==> src/rtl/execute_issue_scheduler_pkg.sv <==
// execute_issue_scheduler_pkg
// Shared constants and types for the execute-stage issue scheduler.
//   EXEC_SCHED_MAX_OUTSTANDING : default limit on pending long-latency ops
//   SYSREG_SPR                 : system register number of the SPR
//   sb_idx_t                   : scoreboard index {sysreg, reg_num}; bit 5 selects
//                                the system-register half of the 64-bit scoreboard
//   wb_t                       : one writeback bundle (GR + SPR)
package execute_issue_scheduler_pkg;

  localparam int         EXEC_SCHED_MAX_OUTSTANDING = 4;
  localparam logic [4:0] SYSREG_SPR                 = 5'd1;

  typedef logic [5:0] sb_idx_t;

  // A sysreg source (including the SPR, number SYSREG_SPR) indexes the upper half.
  function automatic sb_idx_t sb_idx(input logic sysreg, input logic [4:0] num);
    return {sysreg, num};
  endfunction

  typedef struct packed {
    logic        gr_valid;
    logic [31:0] gr_data;
    logic [4:0]  gr_dest;
    logic        gr_dest_sysreg;
    logic        spr_valid;
    logic [31:0] spr_data;
  } wb_t;

endpackage

==> src/rtl/execute_issue_scheduler_if.sv <==
// execute_issue_scheduler_if
// Bundle of all non-clock/reset signals of the issue scheduler.
//   slave  : the scheduler (consumes instruction, completion and writeback inputs)
//   master : dispatch / environment side
// Handshake: the instruction at the execute input is offered while iPREV_VALID is
// high; it issues in a cycle where oNEXT_VALID is high. While oPREV_BUSY is high
// the offering side must hold every iPREV_* field stable. iNEXT_BUSY from the
// downstream stage forces oPREV_BUSY and blocks issue.
interface execute_issue_scheduler_if;
  logic        iFLUSH;
  logic        iPREV_VALID;
  logic [4:0]  iPREV_SRC0_POINTER;
  logic [4:0]  iPREV_SRC1_POINTER;
  logic        iPREV_SRC0_SYSREG;
  logic        iPREV_SRC1_SYSREG;
  logic        iPREV_SRC0_IMM;
  logic        iPREV_SRC1_IMM;
  logic        iPREV_DEST_VALID;
  logic [4:0]  iPREV_DEST;
  logic        iPREV_DEST_SYSREG;
  logic        iPREV_LONG;
  logic        oPREV_BUSY;
  logic        oNEXT_VALID;
  logic        iNEXT_BUSY;
  logic        iLONG_DONE_VALID;
  logic [4:0]  iLONG_DONE_DEST;
  logic        iLONG_DONE_SYSREG;
  logic        iWB_GR_VALID;
  logic [31:0] iWB_GR_DATA;
  logic [4:0]  iWB_GR_DEST;
  logic        iWB_GR_DEST_SYSREG;
  logic        iWB_SPR_VALID;
  logic [31:0] iWB_SPR_DATA;
  logic        oPREV_WB_GR_VALID;
  logic [31:0] oPREV_WB_GR_DATA;
  logic [4:0]  oPREV_WB_GR_DEST;
  logic        oPREV_WB_GR_DEST_SYSREG;
  logic        oPREV_WB_SPR_VALID;
  logic [31:0] oPREV_WB_SPR_DATA;
  logic        oSB_ERROR;

  modport slave (
    input  iFLUSH, iPREV_VALID, iPREV_SRC0_POINTER, iPREV_SRC1_POINTER,
           iPREV_SRC0_SYSREG, iPREV_SRC1_SYSREG, iPREV_SRC0_IMM, iPREV_SRC1_IMM,
           iPREV_DEST_VALID, iPREV_DEST, iPREV_DEST_SYSREG, iPREV_LONG, iNEXT_BUSY,
           iLONG_DONE_VALID, iLONG_DONE_DEST, iLONG_DONE_SYSREG,
           iWB_GR_VALID, iWB_GR_DATA, iWB_GR_DEST, iWB_GR_DEST_SYSREG,
           iWB_SPR_VALID, iWB_SPR_DATA,
    output oPREV_BUSY, oNEXT_VALID, oPREV_WB_GR_VALID, oPREV_WB_GR_DATA,
           oPREV_WB_GR_DEST, oPREV_WB_GR_DEST_SYSREG, oPREV_WB_SPR_VALID,
           oPREV_WB_SPR_DATA, oSB_ERROR
  );

  modport master (
    output iFLUSH, iPREV_VALID, iPREV_SRC0_POINTER, iPREV_SRC1_POINTER,
           iPREV_SRC0_SYSREG, iPREV_SRC1_SYSREG, iPREV_SRC0_IMM, iPREV_SRC1_IMM,
           iPREV_DEST_VALID, iPREV_DEST, iPREV_DEST_SYSREG, iPREV_LONG, iNEXT_BUSY,
           iLONG_DONE_VALID, iLONG_DONE_DEST, iLONG_DONE_SYSREG,
           iWB_GR_VALID, iWB_GR_DATA, iWB_GR_DEST, iWB_GR_DEST_SYSREG,
           iWB_SPR_VALID, iWB_SPR_DATA,
    input  oPREV_BUSY, oNEXT_VALID, oPREV_WB_GR_VALID, oPREV_WB_GR_DATA,
           oPREV_WB_GR_DEST, oPREV_WB_GR_DEST_SYSREG, oPREV_WB_SPR_VALID,
           oPREV_WB_SPR_DATA, oSB_ERROR
  );
endinterface

==> src/rtl/execute_issue_scheduler_scoreboard.sv <==
// execute_scoreboard
// Pending-destination bit vector (32 GR + 32 sysreg) and outstanding counter.
//   clk, rst          : clock, synchronous active-high reset
//   flush             : clear everything on the next edge (overrides set/clr)
//   set_en / set_idx  : mark a destination pending, count +1
//   clr_en / clr_idx  : mark a destination complete, count -1
//   bits              : current pending vector, index = {sysreg, num}
//   cnt               : current number of outstanding long ops
// The caller guarantees clr_en only for a pending entry with cnt > 0.
module execute_scoreboard
  import execute_issue_scheduler_pkg::*;
(
  input  logic        clk,
  input  logic        rst,
  input  logic        flush,
  input  logic        set_en,
  input  sb_idx_t     set_idx,
  input  logic        clr_en,
  input  sb_idx_t     clr_idx,
  output logic [63:0] bits,
  output logic [3:0]  cnt
);

  logic [63:0] set_mask;
  logic [63:0] clr_mask;

  always_comb begin
    set_mask = '0;
    clr_mask = '0;
    if (set_en) set_mask[set_idx] = 1'b1;
    if (clr_en) clr_mask[clr_idx] = 1'b1;
  end

  always_ff @(posedge clk) begin
    if (rst) begin
      bits <= '0;
      cnt  <= '0;
    end else if (flush) begin
      bits <= '0;
      cnt  <= '0;
    end else begin
      // Clear then set: a register completing and re-issued in the same cycle stays pending.
      bits <= (bits & ~clr_mask) | set_mask;
      case ({set_en, clr_en})
        2'b10:   cnt <= cnt + 4'd1;
        2'b01:   cnt <= cnt - 4'd1;
        default: cnt <= cnt;
      endcase
    end
  end

endmodule

==> src/rtl/execute_issue_scheduler.sv <==
// execute_issue_scheduler
// Decides each cycle whether the instruction at the execute input may issue,
// tracking pending long-latency destinations in execute_scoreboard, and registers
// the current writeback as the one-cycle-delayed writeback for forwarding.
//   iCLOCK       : clock
//   iRESET_SYNC  : synchronous active-high reset
//   bus          : execute_issue_scheduler_if.slave (instruction, stall/issue,
//                  completion, writeback in/out, sticky scoreboard error)
//   oSTALL_COUNT : only with EXEC_SCHED_STALL_STAT_EN defined; saturating count
//                  of cycles stalled by a hazard (not by iNEXT_BUSY)
module execute_issue_scheduler
  import execute_issue_scheduler_pkg::*;
#(
  parameter int P_MAX_OUTSTANDING = EXEC_SCHED_MAX_OUTSTANDING
) (
  input  logic iCLOCK,
  input  logic iRESET_SYNC,
  execute_issue_scheduler_if.slave bus
`ifdef EXEC_SCHED_STALL_STAT_EN
  ,
  output logic [31:0] oSTALL_COUNT
`endif
);

  logic [63:0] sb_bits;
  logic [3:0]  sb_cnt;
  sb_idx_t     src0_idx, src1_idx, dest_idx, done_idx;
  logic        done_bad, done_ok;
  logic        src0_hz, src1_hz, waw_hz, full_hz, any_hz;
  logic        issue, set_en;
  logic        sb_error;
  wb_t         wb_q;

  assign src0_idx = sb_idx(bus.iPREV_SRC0_SYSREG, bus.iPREV_SRC0_POINTER);
  assign src1_idx = sb_idx(bus.iPREV_SRC1_SYSREG, bus.iPREV_SRC1_POINTER);
  assign dest_idx = sb_idx(bus.iPREV_DEST_SYSREG, bus.iPREV_DEST);
  assign done_idx = sb_idx(bus.iLONG_DONE_SYSREG, bus.iLONG_DONE_DEST);

  // A completion for a register that is not pending (or with nothing outstanding)
  // is ignored by the scoreboard and only raises the sticky error.
  assign done_bad = bus.iLONG_DONE_VALID && (!sb_bits[done_idx] || (sb_cnt == 4'd0));
  assign done_ok  = bus.iLONG_DONE_VALID && !done_bad;

  // A completing register is forwarded this cycle, so it no longer blocks.
  assign src0_hz = !bus.iPREV_SRC0_IMM && sb_bits[src0_idx] && !(done_ok && (done_idx == src0_idx));
  assign src1_hz = !bus.iPREV_SRC1_IMM && sb_bits[src1_idx] && !(done_ok && (done_idx == src1_idx));
  assign waw_hz  = bus.iPREV_LONG && bus.iPREV_DEST_VALID && sb_bits[dest_idx]
                   && !(done_ok && (done_idx == dest_idx));
  // Only an accepted completion frees a slot; a bogus one must not let cnt overflow.
  assign full_hz = bus.iPREV_LONG && (sb_cnt == 4'(P_MAX_OUTSTANDING)) && !done_ok;
  assign any_hz  = src0_hz || src1_hz || waw_hz || full_hz;

  assign bus.oPREV_BUSY  = bus.iPREV_VALID && (any_hz || bus.iNEXT_BUSY);
  assign issue           = bus.iPREV_VALID && !bus.oPREV_BUSY && !bus.iFLUSH;
  assign bus.oNEXT_VALID = issue;
  assign set_en          = issue && bus.iPREV_LONG && bus.iPREV_DEST_VALID;

  execute_scoreboard u_sb (
    .clk     (iCLOCK),
    .rst     (iRESET_SYNC),
    .flush   (bus.iFLUSH),
    .set_en  (set_en),
    .set_idx (dest_idx),
    .clr_en  (done_ok),
    .clr_idx (done_idx),
    .bits    (sb_bits),
    .cnt     (sb_cnt)
  );

  always_ff @(posedge iCLOCK) begin
    if (iRESET_SYNC)   sb_error <= 1'b0;
    else if (done_bad) sb_error <= 1'b1;
  end
  assign bus.oSB_ERROR = sb_error;

  // Writeback delayed one cycle; captured regardless of flush.
  always_ff @(posedge iCLOCK) begin
    if (iRESET_SYNC) begin
      wb_q <= '0;
    end else begin
      wb_q.gr_valid       <= bus.iWB_GR_VALID;
      wb_q.gr_data        <= bus.iWB_GR_DATA;
      wb_q.gr_dest        <= bus.iWB_GR_DEST;
      wb_q.gr_dest_sysreg <= bus.iWB_GR_DEST_SYSREG;
      wb_q.spr_valid      <= bus.iWB_SPR_VALID;
      wb_q.spr_data       <= bus.iWB_SPR_DATA;
    end
  end

  assign bus.oPREV_WB_GR_VALID       = wb_q.gr_valid;
  assign bus.oPREV_WB_GR_DATA        = wb_q.gr_data;
  assign bus.oPREV_WB_GR_DEST        = wb_q.gr_dest;
  assign bus.oPREV_WB_GR_DEST_SYSREG = wb_q.gr_dest_sysreg;
  assign bus.oPREV_WB_SPR_VALID      = wb_q.spr_valid;
  assign bus.oPREV_WB_SPR_DATA       = wb_q.spr_data;

`ifdef EXEC_SCHED_STALL_STAT_EN
  logic [31:0] stall_cnt;
  always_ff @(posedge iCLOCK) begin
    if (iRESET_SYNC)
      stall_cnt <= '0;
    else if (bus.iPREV_VALID && any_hz && (stall_cnt != 32'hFFFF_FFFF))
      stall_cnt <= stall_cnt + 32'd1;
  end
  assign oSTALL_COUNT = stall_cnt;
`endif

endmodule
==> src/flat_wrapper.sv <==
// flat-port wrapper written by rule: the top's interface ports become plain ports
module execute_issue_scheduler_flat import execute_issue_scheduler_pkg::*;
#(
  parameter int P_MAX_OUTSTANDING = EXEC_SCHED_MAX_OUTSTANDING
)
  (iCLOCK, iRESET_SYNC, bus_iFLUSH, bus_iPREV_VALID, bus_iPREV_SRC0_POINTER, bus_iPREV_SRC1_POINTER, bus_iPREV_SRC0_SYSREG, bus_iPREV_SRC1_SYSREG, bus_iPREV_SRC0_IMM, bus_iPREV_SRC1_IMM, bus_iPREV_DEST_VALID, bus_iPREV_DEST, bus_iPREV_DEST_SYSREG, bus_iPREV_LONG, bus_iNEXT_BUSY, bus_iLONG_DONE_VALID, bus_iLONG_DONE_DEST, bus_iLONG_DONE_SYSREG, bus_iWB_GR_VALID, bus_iWB_GR_DATA, bus_iWB_GR_DEST, bus_iWB_GR_DEST_SYSREG, bus_iWB_SPR_VALID, bus_iWB_SPR_DATA, bus_oPREV_BUSY, bus_oNEXT_VALID, bus_oPREV_WB_GR_VALID, bus_oPREV_WB_GR_DATA, bus_oPREV_WB_GR_DEST, bus_oPREV_WB_GR_DEST_SYSREG, bus_oPREV_WB_SPR_VALID, bus_oPREV_WB_SPR_DATA, bus_oSB_ERROR);
  execute_issue_scheduler_if bus_i ();
  input  logic iCLOCK;
  input  logic iRESET_SYNC;
  input wire logic [$bits(bus_i.iFLUSH)-1:0] bus_iFLUSH;
  input wire logic [$bits(bus_i.iPREV_VALID)-1:0] bus_iPREV_VALID;
  input wire logic [$bits(bus_i.iPREV_SRC0_POINTER)-1:0] bus_iPREV_SRC0_POINTER;
  input wire logic [$bits(bus_i.iPREV_SRC1_POINTER)-1:0] bus_iPREV_SRC1_POINTER;
  input wire logic [$bits(bus_i.iPREV_SRC0_SYSREG)-1:0] bus_iPREV_SRC0_SYSREG;
  input wire logic [$bits(bus_i.iPREV_SRC1_SYSREG)-1:0] bus_iPREV_SRC1_SYSREG;
  input wire logic [$bits(bus_i.iPREV_SRC0_IMM)-1:0] bus_iPREV_SRC0_IMM;
  input wire logic [$bits(bus_i.iPREV_SRC1_IMM)-1:0] bus_iPREV_SRC1_IMM;
  input wire logic [$bits(bus_i.iPREV_DEST_VALID)-1:0] bus_iPREV_DEST_VALID;
  input wire logic [$bits(bus_i.iPREV_DEST)-1:0] bus_iPREV_DEST;
  input wire logic [$bits(bus_i.iPREV_DEST_SYSREG)-1:0] bus_iPREV_DEST_SYSREG;
  input wire logic [$bits(bus_i.iPREV_LONG)-1:0] bus_iPREV_LONG;
  input wire logic [$bits(bus_i.iNEXT_BUSY)-1:0] bus_iNEXT_BUSY;
  input wire logic [$bits(bus_i.iLONG_DONE_VALID)-1:0] bus_iLONG_DONE_VALID;
  input wire logic [$bits(bus_i.iLONG_DONE_DEST)-1:0] bus_iLONG_DONE_DEST;
  input wire logic [$bits(bus_i.iLONG_DONE_SYSREG)-1:0] bus_iLONG_DONE_SYSREG;
  input wire logic [$bits(bus_i.iWB_GR_VALID)-1:0] bus_iWB_GR_VALID;
  input wire logic [$bits(bus_i.iWB_GR_DATA)-1:0] bus_iWB_GR_DATA;
  input wire logic [$bits(bus_i.iWB_GR_DEST)-1:0] bus_iWB_GR_DEST;
  input wire logic [$bits(bus_i.iWB_GR_DEST_SYSREG)-1:0] bus_iWB_GR_DEST_SYSREG;
  input wire logic [$bits(bus_i.iWB_SPR_VALID)-1:0] bus_iWB_SPR_VALID;
  input wire logic [$bits(bus_i.iWB_SPR_DATA)-1:0] bus_iWB_SPR_DATA;
  output wire logic [$bits(bus_i.oPREV_BUSY)-1:0] bus_oPREV_BUSY;
  output wire logic [$bits(bus_i.oNEXT_VALID)-1:0] bus_oNEXT_VALID;
  output wire logic [$bits(bus_i.oPREV_WB_GR_VALID)-1:0] bus_oPREV_WB_GR_VALID;
  output wire logic [$bits(bus_i.oPREV_WB_GR_DATA)-1:0] bus_oPREV_WB_GR_DATA;
  output wire logic [$bits(bus_i.oPREV_WB_GR_DEST)-1:0] bus_oPREV_WB_GR_DEST;
  output wire logic [$bits(bus_i.oPREV_WB_GR_DEST_SYSREG)-1:0] bus_oPREV_WB_GR_DEST_SYSREG;
  output wire logic [$bits(bus_i.oPREV_WB_SPR_VALID)-1:0] bus_oPREV_WB_SPR_VALID;
  output wire logic [$bits(bus_i.oPREV_WB_SPR_DATA)-1:0] bus_oPREV_WB_SPR_DATA;
  output wire logic [$bits(bus_i.oSB_ERROR)-1:0] bus_oSB_ERROR;
  assign bus_i.iFLUSH = bus_iFLUSH;
  assign bus_i.iPREV_VALID = bus_iPREV_VALID;
  assign bus_i.iPREV_SRC0_POINTER = bus_iPREV_SRC0_POINTER;
  assign bus_i.iPREV_SRC1_POINTER = bus_iPREV_SRC1_POINTER;
  assign bus_i.iPREV_SRC0_SYSREG = bus_iPREV_SRC0_SYSREG;
  assign bus_i.iPREV_SRC1_SYSREG = bus_iPREV_SRC1_SYSREG;
  assign bus_i.iPREV_SRC0_IMM = bus_iPREV_SRC0_IMM;
  assign bus_i.iPREV_SRC1_IMM = bus_iPREV_SRC1_IMM;
  assign bus_i.iPREV_DEST_VALID = bus_iPREV_DEST_VALID;
  assign bus_i.iPREV_DEST = bus_iPREV_DEST;
  assign bus_i.iPREV_DEST_SYSREG = bus_iPREV_DEST_SYSREG;
  assign bus_i.iPREV_LONG = bus_iPREV_LONG;
  assign bus_i.iNEXT_BUSY = bus_iNEXT_BUSY;
  assign bus_i.iLONG_DONE_VALID = bus_iLONG_DONE_VALID;
  assign bus_i.iLONG_DONE_DEST = bus_iLONG_DONE_DEST;
  assign bus_i.iLONG_DONE_SYSREG = bus_iLONG_DONE_SYSREG;
  assign bus_i.iWB_GR_VALID = bus_iWB_GR_VALID;
  assign bus_i.iWB_GR_DATA = bus_iWB_GR_DATA;
  assign bus_i.iWB_GR_DEST = bus_iWB_GR_DEST;
  assign bus_i.iWB_GR_DEST_SYSREG = bus_iWB_GR_DEST_SYSREG;
  assign bus_i.iWB_SPR_VALID = bus_iWB_SPR_VALID;
  assign bus_i.iWB_SPR_DATA = bus_iWB_SPR_DATA;
  assign bus_oPREV_BUSY = bus_i.oPREV_BUSY;
  assign bus_oNEXT_VALID = bus_i.oNEXT_VALID;
  assign bus_oPREV_WB_GR_VALID = bus_i.oPREV_WB_GR_VALID;
  assign bus_oPREV_WB_GR_DATA = bus_i.oPREV_WB_GR_DATA;
  assign bus_oPREV_WB_GR_DEST = bus_i.oPREV_WB_GR_DEST;
  assign bus_oPREV_WB_GR_DEST_SYSREG = bus_i.oPREV_WB_GR_DEST_SYSREG;
  assign bus_oPREV_WB_SPR_VALID = bus_i.oPREV_WB_SPR_VALID;
  assign bus_oPREV_WB_SPR_DATA = bus_i.oPREV_WB_SPR_DATA;
  assign bus_oSB_ERROR = bus_i.oSB_ERROR;
  execute_issue_scheduler #(.P_MAX_OUTSTANDING(P_MAX_OUTSTANDING)) u_core (.iCLOCK(iCLOCK), .iRESET_SYNC(iRESET_SYNC), .bus(bus_i));
endmodule
==> config.mk <==
export PLATFORM = sky130hd
export DESIGN_NAME = execute_issue_scheduler_flat
export DESIGN_NICKNAME = d
export VERILOG_FILES = /design/src/rtl/execute_issue_scheduler_pkg.sv /design/src/rtl/execute_issue_scheduler_if.sv /design/src/rtl/execute_issue_scheduler_scoreboard.sv /design/src/rtl/execute_issue_scheduler.sv /design/src/flat_wrapper.sv
export SDC_FILE = /design/constraint.sdc
export NUM_CORES = 1
export LEC_CHECK = 0
export ABC_CLOCK_PERIOD_IN_PS = 6600
export CAP_MARGIN = 15
export CORE_ASPECT_RATIO = 0.7
export CORE_MARGIN = 3
export CORE_UTILIZATION = 55
export CTS_CLUSTER_SIZE = 28
export DETAILED_ROUTE_END_ITERATION = 10
export PLACE_DENSITY_LB_ADDON = 0.1
export SLEW_MARGIN = 20
export SYNTH_ARGS = -nofsm -noshare
export SYNTH_HDL_FRONTEND = slang
export SYNTH_SLANG_ARGS = --single-unit
==> constraint.sdc <==
create_clock -name iCLOCK -period 6.6 [get_ports iCLOCK]
set_clock_uncertainty 0.1 [all_clocks]
set_input_delay 0.66 -clock iCLOCK [delete_from_list [all_inputs] [get_ports iCLOCK]]
set_output_delay 0.66 -clock iCLOCK [all_outputs]
set_load 0.1 [all_outputs]
==> results.json <==
{
  "n_fill_cell": 938,
  "wl_um": 29600,
  "cts.sinks": 141,
  "diodes": 0,
  "numCtsBuffers": 17,
  "worstSetupPathType": "in -> out",
  "num_io_pins": 181,
  "hold_violations": 0,
  "crit_required_ps": 5840,
  "grt_pass1_wl_um": 44800,
  "top_usage_layer": "met2",
  "slew_viol_final": 0,
  "netlist.area_leader.share_pct": 36.5,
  "use_met1_pct": 48.6,
  "io_buffers": 180,
  "vias": 7805,
  "arrival_ps": 4820,
  "synth_edf_count": 0,
  "ctsResizeCount": 0,
  "yosys-top-cells-area": "dfxtp_1 (37%), mux4_2 (12%), o311ai_0 (7.4%), o41ai_1 (7.1%), nor2b_1 (6.6%)",
  "ys_ff_latch": 141,
  "place_hpwl_um": 20800,
  "drtPass1Iterations": 9,
  "grt_usage_pct": 37.5,
  "critical_path.max_fanout": 66,
  "synth_commonest_cells": "dfxtp_1 (141), nor2b_1 (81), o311ai_0 (65)",
  "clkSlewWorstSetupHoldPaths_ps": 60,
  "grt_overflow_total": 0,
  "synth_top_area_cell": "dfxtp_1",
  "clock_latency_ps": 430,
  "min_path_type": "reg -> reg",
  "synth.distinct_cells": 64,
  "finalSetupViolations": 0,
  "grtUsageMet2_pct": 53.1,
  "synthCells": 762,
  "fmax_mhz": 179,
  "initial_core_util_pct": 57.5,
  "clk_path_buf_depth": 2,
  "vias_per_cell": 7.15,
  "rsz0062_at_grt": "false",
  "avgSynthCellArea_um2": 10.1,
  "first_iter_violations": 1236,
  "core_um2": 13400,
  "cts_hold_buf": 0,
  "syn-cell-area_um2": 7730,
  "first_global_vias": 7644,
  "cellPowerDensity_nw_per_um2": 231,
  "clockRootBuffer": "clkbuf_16",
  "die_h_um": 105,
  "fin_crit_ps": 5580,
  "cts_tree": "yes",
  "relSlewSlack_pct": 26.9,
  "end_kind": "output pin",
  "drv_cap": 0,
  "status": "finished, final reports clean",
  "use_met3_pct": 19.7,
  "area_delta_synth_final_pct": 31.1,
  "vdd_drop_max_mv": 0.203,
  "htree_levels": 4,
  "setup_tns_ps": 0,
  "fin_util_pct": 75.3,
  "ys_warn_count": 0,
  "die_area_um2": 15500,
  "async_flop_share_pct": 0,
  "synth_fp_nets": 872,
  "ys_seq_area_share_pct": 36.5,
  "wire_per_inst_um": 27.1,
  "startpoint_type": "input port",
  "detail-route-antenna-nets": 0,
  "synth.most_common_cell": "dfxtp_1",
  "routabilityCongestion": 1.04,
  "antenna_found_initial": 0,
  "die_x_um": 148,
  "drc_errors": 0,
  "drive_above_1_share_pct": 12.8,
  "grt_max_degree": 76,
  "ys.flop_type": "dfxtp_1",
  "tightest_slew_ps": 1090,
  "finalCritPeriodShare_pct": 84.5,
  "post_cts_buffers": 0,
  "rows": 35,
  "nNetsFinal": 1004,
  "power.leakage_nw": 3.47
}
==> kinds of logic (layout without fill, tap and decap cells) <==
| kind of cell | count (synthesis) | count (layout) | synth area share, % |
|---|---|---|---|
| flops | 141 | 141 | 36.5 |
| mux | 71 | 71 | 16.2 |
| simple gates | 210 | 210 | 15.1 |
| xor+xnor | 21 | 21 | 2.38 |
| compound gates | 219 | 219 | 23.5 |
| buf+inv | 96 | 241 | 5.57 |
| fa+ha+maj | 4 | 4 | 0.745 |
==> per-layer routing <==
metal	up-vias	wire length, µm
met5	-	39
met1	3693	10500
li1	3287	-
met3	137	5440
met2	686	12300
met4	2	1260
==> worst paths after layout <==
path	slack [ps]	to	depth (start not counted)	startpoint
max	1020	bus_oPREV_BUSY	12	bus_iLONG_DONE_DEST[2]
min	390	u_core.bus.oSB_ERROR	2	u_core.bus.oSB_ERROR
max reg2reg	2270	u_core.u_sb.cnt[3]	15	u_core.u_sb.bits[42]
min reg2reg	390	u_core.bus.oSB_ERROR	2	u_core.bus.oSB_ERROR
==> state kept, by name, summed over array words and instances, names as in the netlist <==
register,cells
u_core.bus.oPREV_WB_GR_VALID,1
u_core.bus.oPREV_WB_SPR_VALID,1
u_core.u_sb.cnt,4
u_core.u_sb.bits,64
u_core.bus.oPREV_WB_GR_DEST,5
u_core.bus.oSB_ERROR,1
u_core.bus.oPREV_WB_GR_DATA,32
u_core.bus.oPREV_WB_GR_DEST_SYSREG,1
u_core.bus.oPREV_WB_SPR_DATA,32
==> area by class of cell <==
class / instances / area, µm² / share of cell area (%)
multi-input cells: 525 / 4510 / 44.5
well taps: 185 / 231 / 2.29
clock buffers: 19 / 443 / 4.37
flip-flops and latches: 141 / 2820 / 27.9
repair buffers: 195 / 1930 / 19.0
clock inverters: 13 / 143 / 1.41
inverters: 14 / 52.6 / 0.519
==> worst max-delay path, stage by stage <==
cell and delay [ps]:
clkdlybuf4s50_1 910, buf_4 340, mux4_2 530, mux2i_1 150, nor2_1 60, or4_4 520, o311ai_4 260, inv_2 90
a32oi_4 200, buf_4 610, o21a_1 280, buf_12 180
==> metrics by stage <==
step           total power, mW  std cells  worst slack (ps)  area (µm²)  hold WS, ps
2_1_floorplan             1.23        762              1370        7730          359
3_3_place_gp              1.38       1060              1150        9540          356
3_5_place_dp              1.39       1060              1050        9540          362
4_1_cts                   2.33       1092              1090       10100          379
5_1_grt                   2.40       1092               864       10100          427
6_report                  2.34       1092              1020       10100          386
==> report_power, final <==
group	total, mW	internal (mW)	leakage (nW)	switching [mW]
registers	0.882	0.875	1.16	0.00665
logic	0.498	0.152	2.03	0.346
clock network	0.956	0.545	0.283	0.411
==> cell usage in the layout, fill, tap and decap left out, drive strengths merged, types with 4 or more instances in the layout <==
cell type      instances
nand4                  4
a22oi                 13
nand2b                 9
dfxtp                141
a21oi                 14
buf                   18
nand3b                 5
nor3                  10
clkdlybuf4s50        177
a221oi                 8
nor2b                 81
o21ai                  7
mux4                  42
inv                   23
mux2i                 18
xnor2                 13
clkbuf                19
o22ai                  6
a31oi                  6
nor2                  25
o211ai                 5
a21o                   4
nand3                 16
o311ai                66
o41ai                 63
mux2                  11
and3                   6
or3                    4
nand2                 34
xor2                   8
o31ai                  4
Power figures use the tool's default switching activity.
